<file path="src/rtl/operand_entry_accumulator.sv">
// Operand entry accumulator: builds a 10-bit unsigned operand from decimal
// keypad presses. Handles digit, clear, backspace and enter keys.
// Every output is registered and updates on the edge that samples the key.
module operand_entry_accumulator #(
  parameter int unsigned MAX_DIGITS = 4,
  parameter int unsigned MAX_VALUE  = 1023
) (
  input  logic       clk,
  input  logic       reset,
  input  logic       key_valid,
  input  logic [3:0] key_code,
  output logic [9:0] operand,
  output logic       operand_valid,
  output logic [2:0] digit_count,
  output logic       entry_err
);

  localparam int unsigned OP_W  = 10;
  localparam int unsigned CNT_W = 3;
  localparam int unsigned EXT_W = 14;  // wide enough for 1023*10+9 without wrap

  localparam logic [3:0] KEY_CLEAR = 4'hA;
  localparam logic [3:0] KEY_BKSP  = 4'hB;
  localparam logic [3:0] KEY_ENTER = 4'hC;

  typedef enum logic [1:0] {
    S_IDLE  = 2'd0,
    S_ENTRY = 2'd1,
    S_DONE  = 2'd2
  } state_t;

  state_t             state_q;
  logic [OP_W-1:0]    operand_q;
  logic [CNT_W-1:0]   digit_count_q;
  logic               entry_err_q;
  logic               operand_valid_q;

  logic [EXT_W-1:0]   next_val;
  logic               is_digit;
  logic               digit_ok;

  // Candidate value after appending the digit, and whether it is acceptable
  always_comb begin
    next_val = EXT_W'(operand_q) * EXT_W'(10) + EXT_W'(key_code);
    is_digit = (key_code <= 4'd9);
    digit_ok = (next_val <= EXT_W'(MAX_VALUE)) &&
               (digit_count_q < CNT_W'(MAX_DIGITS));
  end

  // Entry FSM with registered outputs; reset drops any simultaneous key
  always_ff @(posedge clk) begin
    if (reset) begin
      state_q         <= S_IDLE;
      operand_q       <= '0;
      digit_count_q   <= '0;
      entry_err_q     <= 1'b0;
      operand_valid_q <= 1'b0;
    end else begin
      operand_valid_q <= 1'b0;
      if (key_valid) begin
        if (is_digit) begin
          if (state_q == S_DONE) begin
            // A digit after delivery starts a fresh operand
            operand_q     <= OP_W'(key_code);
            digit_count_q <= CNT_W'(1);
            entry_err_q   <= 1'b0;
            state_q       <= S_ENTRY;
          end else if (digit_ok) begin
            operand_q     <= next_val[OP_W-1:0];
            digit_count_q <= digit_count_q + CNT_W'(1);
            state_q       <= S_ENTRY;
          end else begin
            entry_err_q   <= 1'b1;
          end
        end else begin
          case (key_code)
            KEY_CLEAR: begin
              operand_q     <= '0;
              digit_count_q <= '0;
              entry_err_q   <= 1'b0;
              state_q       <= S_IDLE;
            end
            KEY_BKSP: begin
              if (state_q == S_ENTRY) begin
                operand_q     <= operand_q / OP_W'(10);
                digit_count_q <= digit_count_q - CNT_W'(1);
                entry_err_q   <= 1'b0;
                if (digit_count_q == CNT_W'(1)) begin
                  state_q <= S_IDLE;
                end
              end
            end
            KEY_ENTER: begin
              if (state_q == S_ENTRY) begin
                state_q         <= S_DONE;
                operand_valid_q <= 1'b1;
              end
            end
            default: ;
          endcase
        end
      end
    end
  end

  assign operand       = operand_q;
  assign operand_valid = operand_valid_q;
  assign digit_count   = digit_count_q;
  assign entry_err     = entry_err_q;

endmodule

</file>
<file path="config.mk">
export PLATFORM = sky130hd
export DESIGN_NAME = operand_entry_accumulator
export DESIGN_NICKNAME = d
export VERILOG_FILES = /design/src/rtl/operand_entry_accumulator.sv
export SDC_FILE = /design/constraint.sdc
export NUM_CORES = 1
export LEC_CHECK = 0
export CORE_ASPECT_RATIO = 1.25
export CORE_MARGIN = 5
export CORE_UTILIZATION = 55
export DETAILED_ROUTE_END_ITERATION = 12
export PLACE_DENSITY_LB_ADDON = 0.15
export SLEW_MARGIN = 30
export SYNTH_ARGS = -nofsm -noshare
export SYNTH_HDL_FRONTEND = slang
export SYNTH_SLANG_ARGS = --single-unit
</file>
<file path="constraint.sdc">
create_clock -name clk -period 4.7 [get_ports clk]
set_clock_uncertainty 0.15 [all_clocks]
set_input_delay 0.705 -clock clk [delete_from_list [all_inputs] [get_ports clk]]
set_output_delay 0.705 -clock clk [all_outputs]
set_load 0.02 [all_outputs]
</file>
## Word level (Yosys, flattened, before mapping)

Cells that the tools add are included.

| word-level totals | value |
|---|---|
| output and inout port bits | 15 |
| input port bits | 7 |
| register bits after elaboration | 17 |
| word-level logic and storage cells | 56 |

| cells by class | value |
|---|---|
| divide/modulo/power cells | 1 |
| reduce and logical (&&, ||, !) cells | 7 |
| multiply operators | 1 |
| bitwise gates (word level) | 2 |
| magnitude comparators | 3 |
| muxes and demuxes | 23 |
| equal/unequal tests | 11 |
| $add $sub $neg | 3 |

Operators by type and width:

| kind | count |
|---|---|
| 10-bit two-way mux | 4 |
| 10-bit one-hot mux with 2 select lines | 1 |
| 14-bit by 4-bit adder with 14-bit output | 1 |
| 14-bit by 10-bit <= comparator with 1-bit output (second input constant) | 1 |
| 10-bit by 3-bit multiplier with 13-bit output (second input constant) | 1 |
| 4-bit equality test (second input constant) | 3 |
| 2-bit two-way mux | 6 |
| 3-bit two-way mux | 4 |
| 10-bit by 4-bit divider with 10-bit output (second input constant) | 1 |
| 3-bit != test (second input constant) | 3 |
| 4-bit AND reduction | 2 |
| 2-bit one-hot mux with 3 select lines | 1 |
| 3-bit one-hot mux with 2 select lines | 1 |
| 6-bit AND reduction | 1 |
| 1-bit two-way mux | 5 |
| 4-bit <= comparator (second input constant) | 1 |
| 4-bit nonzero test | 1 |
| 4-bit OR reduction | 1 |
| 3-bit by 1-bit adder with 3-bit output (second input constant) | 1 |
| 3-bit by 1-bit equality test with 1-bit output (second input constant) | 1 |
| 3-bit < comparator (second input constant) | 1 |
| 3-bit by 1-bit != test with 1-bit output (second input constant) | 1 |
| 3-bit by 2-bit != test with 1-bit output (second input constant) | 1 |
| 3-bit nonzero test | 1 |
| 6 further kinds | 7 |

## Longest topological paths before layout

| depth | value |
|---|---|
| depth in word-level cells | 7 |
| gate-level depth with buffers | 13 |
| gate-level depth less buffers | 12 |

## Worst setup path before layout

No wires, ideal clock.

| path | value |
|---|---|
| path type | register to register |
| start point | register operand_q[1] (netlist: operand[1]) |
| end point | register operand_q[4] (netlist: operand[4]) |
| setup time | 116 ps |
| clock period less this slack | 3,708 ps |
| stages on the path, launching flop included | 13 |
| required time | 4,434 ps |
| path buffers | 1 |
| setup slack | 992 ps |
| arrival | 3,442 ps |
| cell sequence | dfxtp_1 > ha_1 > ha_1 > inv_1 > fa_1 > nand3b_1 > or4_4 > and4b_2 > mux2_4 > a31oi_4 > buf_6 > nand2_1 > and3_1 |

| between the ends | value |
|---|---|
| word-level cells in the longest chain between the ends | 6 |
| elaborated cells on any way between the ends | 12 |
| those cells by class | add/sub (1); mul (1); div (1); order compare (1); eq/ne (1); mux (5); reduce/logical (2) |

RTL lines:

| element | line | source |
|---|---|---|
| start: declaration | 33 | `logic [OP_W-1:0] operand_q;` |
| start signal: assignment | 64 | `operand_q <= OP_W'(key_code);` |
| start signal: assignment | 69 | `operand_q <= next_val[OP_W-1:0];` |
| start signal: assignment | 85 | `operand_q <= operand_q / OP_W'(10);` |
| parallel branches: the longest is 6 deep, another holds 10-bit by 4-bit divider with 10-bit output | -- |  |

Several ways; the timed one is not identified. The select of a mux whose other input is x is not followed.
A chain may end at the register's enable or synchronous reset.

## Worst setup path after layout

| path | value |
|---|---|
| start point | register operand_q[2] (netlist: operand[2]) |
| end point | register operand_q[0] (netlist: operand[0]) |

Same word-level chain as after synthesis.

==> run metrics <==
Synth cell types 77; top cell type by total area after synthesis dfxtp_1; crit path DAT between 4000 and 5000 ps; Least-Margin Pin Slew 691 ps; CP Capture Type register; Antenna Nets Post-Route 0; post-route cell area about 3000 sq um; Synth area leaders dfxtp_1 (13%), ha_1 (10%), a21oi_1 (4.8%); nets@finish 396; 1st-iter DRT viols 255; vias per cell 6.66; setup violators final 0; Register Area 340 sq um; Yosys top cell area share 12.7%; DRT Wirelength 7.38 mm; initial antenna violation count 0; CTS H-tree depth 1; Setup Buffers After CTS 0; worst slack, placed 608 ps; Net Count, Synth between 300 and 400; final hold vios 0; cts repair resizes 0; # fillers 457; Crit Path Class reg -> reg; Num Clock Sinks 17; multi-input logic area 2170 sq um; DR DRC count 0; root buffer cell clkbuf_8; CP startpoint kind register; Layout area overhead 9.64%; gr usage total 23.5%; Die Y 88.1 um; HPWL after DPL 5.29 mm; Port Buffers 21; Leak Pwr 1.11 nW; total CTS buffers 3; vias in the first global route approximately 2,600; number of flops mapped to enable cells by yosys 0; final setup margin 659 ps; synthesized cell area 2690 sq um; Core Util, Final 62.3%; drt pass-1 iters 5; n_diodes 0; synthesized flop and latch total 17; largest net degree at the start of global routing 40; Max clock buf depth 2; grt ovf 0; Placer Congestion 0.867; Slew headroom between 50% and 60%; fin. max-slew vios 0; Vias 2,822; pwr dens 330 nW/um^2; Power Total 0.971 mW; initial core utilization 56.8%; share of layout cells above drive strength 1 8.24%; TNS Setup 0 ps; ys async rst share 0%; fin crit period around 4000 ps; Hold Slack between 300 and 400 ps; Ys Warns 0; Final period util 86.0%; cells after synthesis 358; dominant synthesized flop cell dfxtp_1; Die W 72.5 um; Post-Syn Area per Cell between 7 and 8 sq um; unrepaired setup endpoints after global routing false; register area share after synthesis 12.7%; number of hold buffers added after cts 0; CORE AREA between 4000 and 5000 sq um; Clk Latency, worst-skew pair 270 ps; Placed Cells 420; full die area 6390 sq um; Top Ports 22; Placed Instance Area 2900 sq um; most common cell in the netlist nor2_1; row count 28; CTS clk-pin slew, worst paths approximately 80 ps; CTS tree built; status completed; Cell Count, Final, Fillers Out 424; crit-path max FO 17; Max-Cap Viols 0; FMAX 0.247 GHz; Max VDD drop 242 uV; first-pass GRT wire length 12.2 mm; detailed-route wire length per cell 17.4 um; hold crit path type reg -> reg; WP data required between 4000 and 5000 ps; leading cell types by count after synthesis nor2_1 (33), a21oi_1 (26), ha_1 (22), nand2_1 (22), dfxtp_1 (17)
[layout by cell type (no fill, tap or decap), types with 6 or more instances in the layout]
master            n
a21oi_1          26
dfxtp_1          17
o21ai_0          16
a211oi_1         10
buf_4             7
nor2b_1           6
inv_1            12
nor4_1            6
nand3_1           7
nor2_1           33
nor3b_1           6
a31oi_1           7
nand2_1          22
nand2b_1          7
ha_1             22
clkdlybuf4s50_1  21
xnor2_1          10
nor3_1            6
[sequential cells by signal, summed over array words and instances (netlist names)]
signal,cells
operand_valid,1
digit_count,3
entry_err,1
operand,10
state_q,2
[cells by family after synthesis]
group	synth area share (%)
buffers and inverters	6.47
DFF	12.7
and+or+nand+nor	25.2
xor gates and xnor gates	4.89
AOI/OAI and AO/OA	35.8
adders and majority gates	12.9
muxes	2.05
[final timing paths]
kind / start / cells after the start / slack [ps] / endpoint
min: state_q[1] / 2 / 350 / state_q[1]
max: operand[2] / 12 / 660 / operand[0]
min reg2reg: state_q[1] / 2 / 350 / state_q[1]
max reg2reg: operand[2] / 12 / 660 / operand[0]
[critical path: stages, from the launching register on]
cell      delay, ps
dfxtp_1         560
ha_1            230
ha_1            200
inv_1            70
fa_1            400
xnor2_1         260
nand3b_1        130
or4_4           440
and4b_2         330
mux2_4          340
a31oi_4         430
a211oi_1        150
a221oi_1        250
[power by group]
group | switching, mW | internal [mW]
Combinational | 0.391 | 0.268
Clock | 0.0641 | 0.0594
Sequential | 0.0243 | 0.164
Total | 0.479 | 0.491
[per-layer routing]
layer  vias up  wire length, um  GRT usage, %
met3        19              253          1.61
met1      1325             3230          29.3
met5         -                0             0
met2        81             3640          40.3
met4         0              264          12.6
li1       1397                -             -
[final cells by class]
class                      count  area share [%]
multi-input combinational    302            73.7
sequential                    17            11.6
timing repair buffer          28            8.92
tap                           60            2.55
inverter                      13            1.66
clock buffer                   3            1.40
clock inverter                 1           0.170
Note: power is estimated with default switching activity, not from simulation.
